File: config.mk
export PLATFORM = sky130hd
export DESIGN_NAME = mult_div_unit
export DESIGN_NICKNAME = d
export VERILOG_FILES = /design/src/rtl/mult_div_unit.sv
export SDC_FILE = /design/constraint.sdc
export NUM_CORES = 1
export LEC_CHECK = 0
export CAP_MARGIN = 20
export CORE_UTILIZATION = 43
export CTS_BUF_LIST = sky130_fd_sc_hd__clkbuf_4 sky130_fd_sc_hd__clkbuf_8
export DETAILED_ROUTE_END_ITERATION = 8
export GPL_ROUTABILITY_DRIVEN = 0
export GPL_TIMING_DRIVEN = 0
export PLACE_DENSITY = 0.73
export SETUP_SLACK_MARGIN = 0.02
export SYNTH_ARGS = -nofsm -noshare
export SYNTH_HDL_FRONTEND = slang
export SYNTH_SLANG_ARGS = --single-unit
File: constraint.sdc
create_clock -name clk -period 7.9 [get_ports clk]
set_input_delay 1.58 -clock clk [delete_from_list [all_inputs] [get_ports clk]]
set_output_delay 1.58 -clock clk [all_outputs]
set_load 0.005 [all_outputs]
File: src/rtl/mult_div_unit.sv
// Iterative multiply/divide unit for the Hi/Lo register pair: radix-2 shift-add multiply,
// restoring divide, one operand bit per cycle under a start/busy/done handshake.
module mult_div_unit #(
    parameter int unsigned WIDTH = 32,
    parameter int unsigned CNT_W = 6
) (
    input  logic             clk,
    input  logic             reset,
    input  logic             start,
    input  logic [1:0]       op,
    input  logic             flush,
    input  logic [WIDTH-1:0] a,
    input  logic [WIDTH-1:0] b,
    output logic             busy,
    output logic             done,
    output logic             div_zero,
    output logic [WIDTH-1:0] hi,
    output logic [WIDTH-1:0] lo
);

    localparam int unsigned W2 = 2 * WIDTH;

    typedef enum logic [1:0] {
        IDLE = 2'd0,
        RUN  = 2'd1,
        FIX  = 2'd2
    } state_t;

    state_t           state_q, state_d;
    logic             is_div_q, is_div_d;
    logic             is_sgn_q, is_sgn_d;
    logic             sign_q, sign_d;
    logic             rsign_q, rsign_d;
    logic [W2-1:0]    acc_q, acc_d;
    logic [WIDTH-1:0] opb_q, opb_d;
    logic [CNT_W-1:0] cnt_q, cnt_d;
    logic [WIDTH-1:0] hi_q, hi_d;
    logic [WIDTH-1:0] lo_q, lo_d;
    logic             done_q, done_d;
    logic             dz_q, dz_d;
    logic             busy_q, busy_d;

    logic             op_sgn;
    logic [WIDTH-1:0] a_mag, b_mag;
    logic [WIDTH:0]   mul_sum;
    logic [WIDTH:0]   div_sh;
    logic             div_ge;
    logic [WIDTH-1:0] div_sub;
    logic [WIDTH-1:0] div_rem;
    logic [W2-1:0]    prod_fix;
    logic [WIDTH-1:0] quot_fix, rem_fix;

    // Operand magnitudes and per-iteration datapath
    always_comb begin
        op_sgn   = ~op[0];
        a_mag    = (op_sgn && a[WIDTH-1]) ? (~a + WIDTH'(1)) : a;
        b_mag    = (op_sgn && b[WIDTH-1]) ? (~b + WIDTH'(1)) : b;
        mul_sum  = {1'b0, acc_q[W2-1:WIDTH]} + (acc_q[0] ? {1'b0, opb_q} : (WIDTH+1)'(0));
        div_sh   = acc_q[W2-1:WIDTH-1];
        div_ge   = (div_sh >= {1'b0, opb_q});
        div_sub  = WIDTH'(div_sh - {1'b0, opb_q});
        div_rem  = div_ge ? div_sub : div_sh[WIDTH-1:0];
        prod_fix = (is_sgn_q && sign_q) ? (~acc_q + W2'(1)) : acc_q;
        quot_fix = (is_sgn_q && sign_q) ? (~acc_q[WIDTH-1:0] + WIDTH'(1)) : acc_q[WIDTH-1:0];
        rem_fix  = (is_sgn_q && rsign_q) ? (~acc_q[W2-1:WIDTH] + WIDTH'(1)) : acc_q[W2-1:WIDTH];
    end

    // Next-state and output logic
    always_comb begin
        state_d  = state_q;
        is_div_d = is_div_q;
        is_sgn_d = is_sgn_q;
        sign_d   = sign_q;
        rsign_d  = rsign_q;
        acc_d    = acc_q;
        opb_d    = opb_q;
        cnt_d    = cnt_q;
        hi_d     = hi_q;
        lo_d     = lo_q;
        done_d   = 1'b0;
        dz_d     = 1'b0;

        unique case (state_q)
            IDLE: begin
                if (start && !flush) begin
                    if (op[1] && (b == '0)) begin
                        done_d = 1'b1;
                        dz_d   = 1'b1;
                    end else begin
                        is_div_d = op[1];
                        is_sgn_d = op_sgn;
                        sign_d   = a[WIDTH-1] ^ b[WIDTH-1];
                        rsign_d  = a[WIDTH-1];
                        if (op[1]) begin
                            acc_d = {WIDTH'(0), a_mag};
                            opb_d = b_mag;
                        end else begin
                            acc_d = {WIDTH'(0), b_mag};
                            opb_d = a_mag;
                        end
                        cnt_d   = CNT_W'(WIDTH);
                        state_d = RUN;
                    end
                end
            end
            RUN: begin
                if (flush) begin
                    state_d = IDLE;
                end else begin
                    if (is_div_q) begin
                        acc_d = {div_rem, acc_q[WIDTH-2:0], div_ge};
                    end else begin
                        acc_d = {mul_sum, acc_q[WIDTH-1:1]};
                    end
                    cnt_d = cnt_q - CNT_W'(1);
                    if (cnt_q == CNT_W'(1)) begin
                        state_d = FIX;
                    end
                end
            end
            FIX: begin
                state_d = IDLE;
                if (!flush) begin
                    if (is_div_q) begin
                        hi_d = rem_fix;
                        lo_d = quot_fix;
                    end else begin
                        hi_d = prod_fix[W2-1:WIDTH];
                        lo_d = prod_fix[WIDTH-1:0];
                    end
                    done_d = 1'b1;
                end
            end
            default: begin
                state_d = IDLE;
            end
        endcase

        busy_d = (state_d != IDLE);
    end

    always_ff @(posedge clk or negedge reset) begin
        if (!reset) begin
            state_q  <= IDLE;
            is_div_q <= 1'b0;
            is_sgn_q <= 1'b0;
            sign_q   <= 1'b0;
            rsign_q  <= 1'b0;
            acc_q    <= '0;
            opb_q    <= '0;
            cnt_q    <= '0;
            hi_q     <= '0;
            lo_q     <= '0;
            done_q   <= 1'b0;
            dz_q     <= 1'b0;
            busy_q   <= 1'b0;
        end else begin
            state_q  <= state_d;
            is_div_q <= is_div_d;
            is_sgn_q <= is_sgn_d;
            sign_q   <= sign_d;
            rsign_q  <= rsign_d;
            acc_q    <= acc_d;
            opb_q    <= opb_d;
            cnt_q    <= cnt_d;
            hi_q     <= hi_d;
            lo_q     <= lo_d;
            done_q   <= done_d;
            dz_q     <= dz_d;
            busy_q   <= busy_d;
        end
    end

    assign busy     = busy_q;
    assign done     = done_q;
    assign div_zero = dz_q;
    assign hi       = hi_q;
    assign lo       = lo_q;

endmodule
Yosys cells after proc, flatten, opt, wreduce, memory -nomap -nowiden
Index checks and enable logic that the tools add are counted.

word-level totals
  flip-flop bits (word level) = 175
  output and inout bits = 67

cells by class
  add/subtract/negate cells = 8
  $lt $le $gt $ge = 1
  equality and inequality tests = 6
  muxes and demuxes = 30
  bitwise operators = 9
  reductions and logical operators = 14

operators with widths
  cell                                                  number
  two-way mux 32 bit                                    10
  two-way mux 64 bit                                    5
  adder 32 x 1 -> 32 bit (second input constant)        4
  inverter 32 bit                                       4
  case mux 64 bit (2 select lines)                      1
  adder 64 x 1 -> 64 bit (second input constant)        1
  inverter 64 bit                                       1
  adder 32 x 32 -> 33 bit                               1
  >= comparator 33 x 32 -> 1 bit                        1
  logical NOT 32 bit                                    1
  subtractor 32 bit                                     1
  two-way mux 6 bit                                     3
  case mux 6 bit (2 select lines)                       1
  two-way mux 2 bit                                     4
  equality test 6 x 1 -> 1 bit (second input constant)  1
  logical AND 1 bit                                     6
  inequality test 2 bit (second input constant)         3
  subtractor 6 x 1 -> 6 bit (second input constant)     1
  two-way mux 1 bit                                     4
  case mux 2 bit (2 select lines)                       1
  AND reduction 4 bit                                   1
  nonzero test 2 bit                                    2
  inverter 1 bit                                        3
  AND reduction 3 bit                                   1
  other kinds (7)                                       7

Longest topological paths before layout
  word-level depth = 7
  gate-level depth with buffers = 15
  gate-level depth less buffers = 14

Worst setup path before layout
OpenSTA, ideal clock, no wires.

  path kind = input -> register
  start = input port b[17]
  end = register acc_q[1]
  library setup time = 127 ps
  arrival time = 4385 ps
  required time = 7773 ps
  setup slack = 3387 ps
  stages on the path = 9
  buffers on the path = 2
  path through = or4_4 > or4_4 > or4b_4 > or4_4 > a21oi_1 > or3_1 > buf_6 > buf_8 > mux2_1

on the way
  word-level cells in the longest chain between the ends = 4

RTL lines
  element                          RTL line  RTL
  start, declared                  13        input logic [WIDTH-1:0] b,
  logical NOT 32 bit               86        if (op[1] && (b == '0)) begin
  logical AND 1 bit                86
  inequality test 2 bit (no line)  --
  AND reduction 4 bit (no line)    --
  end signal, assigned             149       acc_q <= '0;
  end signal, assigned             163       acc_q <= acc_d;
  end, declared                    34        logic [W2-1:0] acc_q, acc_d;

No other way between the ends.
A chain may end at the register's enable or synchronous reset.

Worst setup path after layout
  start = input port b[17]
  end = register acc_q[39]

The elaborated chain is that of the path after synthesis.

==> results.yml <==
outcome:
  status: "complete, no violations"
die:
  fp-row-count: 67
  die-area_um2: 34770
  pin_count: 137
  die_w_um: 186.5
  coreArea_um2: 33530
  die_y_um: 186.5
  start_util_pct: 43.64
pwr:
  p_sw_w: 0.003041
  power.density_nw_per_um2: 351.9
  pwr-share-clk_pct: 11.4
  p_leak_nw: 7.188
  power_frac_comb_pct: 63.3
  seqPwrFrac_pct: 25.3
  netSwitchingFraction_pct: 50.83
  p_int_w: 0.002942
  ir_drop_mv: 0.1753
global_routing:
  antenna_found_initial: 1
  grt_max_degree: 89
  grt_usage_pct: 28.31
  grt_pass1_vias: 14450
  grt-ovfl-total: 0
  grt_pass1_wl_mm: 78.36
worst_hold_path:
  min_from: "hi[7]$_DFFE_PN0P_"
  min_path_type: "flop to flop"
logic_synthesis:
  synth_cell_types: 73
  yosysTopAreaCell: "dfrtp_1"
  syn_inst: 1895
  synth_edf_count: 0
  async_reset_ff_share_pct: 100.0
  synth_nets: 2037
  synth_flop_cell: "dfrtp_1"
  avgSynthCellArea_um2: 7.722
  synth_area_um2: 14630
  yosysWarnings: 0
  ys_seq_elements: 175
  netlist_top_cells_area: "dfrtp_1, o21ai_0, xnor2_1"
  yosysTopAreaCellShare_pct: 29.93
  ys_seq_area_share_pct: 29.93
critical_path:
  crit_type: "input pin to flop"
  end_kind: "flop"
  path_max_fanout: 10
  critPathLaunch: "b[17]"
  worstPathArrival_ns: 5.29
  crit_slowest_cell: "or4_4"
  endpoint: "acc_q[39]$_DFFE_PN0P_"
  path_cells: "clkdlybuf4s50_1 -> or4_4 -> or4_4 -> or4b_4 -> or4_4 -> a21oi_1 -> or3_1 -> buf_6 -> buf_8 -> buf_6 -> nand2_1 -> o21ai_0"
  path_delay_family: "simple AND/OR/NAND/NOR gates"
  worstRegToRegCells: 14
  worst_path_most_repeated_cell: "or4_4"
  cp.required_ns: 8.31
  rr_startpoint: "acc_q[0]$_DFFE_PN0P_"
  critical_path_cell_count: 12
  reg2reg_to: "acc_q[61]$_DFFE_PN0P_"
  r2r_slack_ns: 3.15
  crit_buf_inv: 4
  slowest_delay_ns: 0.60
  start_kind: "input pin"
clock_tree:
  cts_setup_buffers: 0
  clock_latency_ns: 0.51
  clockBufferDepth: 2
  htree_levels: 4
  cts_tree: "yes"
  cts_resized: 0
  cts.sinks: 175
  clkSlewWorstSetupHoldPaths_ns: 0.11
  postCtsHoldBufs: 0
  cts_root_buf: "clkbuf_8"
  cts_buffers: 17
timing:
  slew_headroom_pct: 29.91
  setup_ws_ns: 3.017
  fmax_mhz: 204.8
  fin_crit_ns: 4.883
  final-hold-violation-count: 0
  finalClockSkew_ns: 0.02160
  rsz0062_at_grt: "false"
  finalSetupViolCount: 0
  tightestPinTransition_ns: 1.042
  slew_viol_final: 0
  hold_ws_ns: 0.4843
  finalCritPeriodShare_pct: 61.80
layout:
  antenna-diode-count: 0
  syn_to_final_growth_pct: 16.21
  num-fill-cells: 3195
  finalInstanceArea_um2: 17010
  final_util_pct: 50.71
  nets: 2193
  drive_gt1_share_pct: 3.924
drt:
  post_drt_wl_per_cell_um: 19.64
  wl_mm: 49.35
  drtAntennaViolNets: 0
  dr.pass1.iters: 6
  vias: 15120
  dr.first_iter.drc_count: 1960
  avgViaCountPerCell: 6.020
  drc: 0
place:
  placed_cell_area_um2: 16580
  port_buffers: 135
  hpwl_mm: 38.47
  pre_cts_slack_ns: 2.550
run:
  maxCapViolCount: 0
[flip-flops by register name (all words and copies together) (netlist names)]
register / count
acc_q: 64
hi: 32
lo: 32
opb_q: 32
cnt_q: 6
state_q: 2
busy: 1
div_zero: 1
done: 1
is_div_q: 1
is_sgn_q: 1
rsign_q: 1
sign_q: 1
[logic make-up after synthesis]
kind of cell | count (synthesis) | synth area share, %
and+or+nand+nor | 622 | 19.20
AOI/OAI and AO/OA | 588 | 23.57
buffers and inverters | 186 | 5.207
xor gates and xnor gates | 181 | 10.83
DFF | 175 | 29.93
adders and majority gates | 72 | 6.259
muxes | 71 | 5.002
[how the worst min path moves through the flow]
stage | end | cells past startpoint | slack (ns)
after floorplan | opb_q[26]$_DFFE_PN0P_ | 1 | 0.45
after global placement | hi[8]$_DFFE_PN0P_ | 2 | 0.46
after detailed placement | lo[25]$_DFFE_PN0P_ | 2 | 0.47
after CTS | lo[25]$_DFFE_PN0P_ | 2 | 0.49
after global routing | lo[25]$_DFFE_PN0P_ | 2 | 0.51
final | hi[7]$_DFFE_PN0P_ | 2 | 0.48
[cell type report]
type                            instances  area (um^2)  area share, %
Clock inverter                         15        188.9          1.111
Multi-Input combinational cell       1534         9492          55.82
Tap cell                              448        560.5          3.296
Timing Repair Buffer                  137         1389          8.167
Sequential cell                       175         4379          25.75
Buffer                                114        491.7          2.892
Inverter                               72        270.3          1.589
Clock buffer                           17        234.0          1.376
[placed cells by master, fill, tap and decap left out, drive strengths merged, types with 10 or more instances in the layout]
cell	count
a21o	27
a21oi	168
a22oi	12
a31oi	30
and2	19
and3	10
buf	23
clkbuf	111
clkdlybuf4s50	134
dfrtp	175
ha	70
inv	80
mux2	14
mux2i	57
nand2	237
nand2b	13
nand3	24
nand4	10
nor2	194
nor3	36
nor4	24
o211ai	10
o21ai	227
o221ai	11
o31ai	23
o41ai	10
or3	11
or4	17
xnor2	108
xor2	73
[power groups by stage]
stage	registers [W]	logic (W)	clock network [W]
after floorplan	0.00140	0.00264	0
after detailed placement	0.00151	0.00366	0
after CTS	0.00149	0.00368	0.000686
final	0.00151	0.00379	0.000684
after global placement	0.00150	0.00358	0
after global routing	0.00154	0.00413	0.000723
[per-stage QoR]
step | total power [W] | std cells | TNS, ns
4_1_cts | 0.005860 | 2511 | 0
5_1_grt | 0.006391 | 2512 | 0
3_3_place_gp | 0.005087 | 2478 | -351.25
6_report | 0.005984 | 2512 | 0
3_5_place_dp | 0.005169 | 2479 | 0
2_1_floorplan | 0.004042 | 1895 | 0
[tightest hold or removal path: stages (launching register included)]
cell     delay, ns
dfrtp_1       0.35
nand2_1       0.04
o21ai_0       0.06
[synth_stat cells (all sizes together) (9+ instances only)]
cell type	instances
nand2b	13
buf	21
o21bai	9
and2	19
mux2i	57
o211ai	10
nand2	237
xor2	73
a21oi	168
a31oi	30
or4	17
nor2	194
clkbuf	93
a22oi	12
nor3	36
and3	10
inv	72
o21ai	227
or3	11
o221ai	11
a211oi	9
dfrtp	175
mux2	14
ha	70
nor4	24
xnor2	108
nand3	24
o22ai	9
a21o	27
o31ai	23
o41ai	10
nand4	10
[per-layer routing]
layer | GRT usage, % | vias to the layer above | wire length (um)
li1 | - | 7011 | -
met1 | 36.55 | 7101 | 19910
met2 | 44.86 | 837 | 21860
met3 | 5.247 | 172 | 4888
met4 | 15.42 | 2 | 2670
met5 | 0 | - | 13
Power figures use the tool's default switching activity.
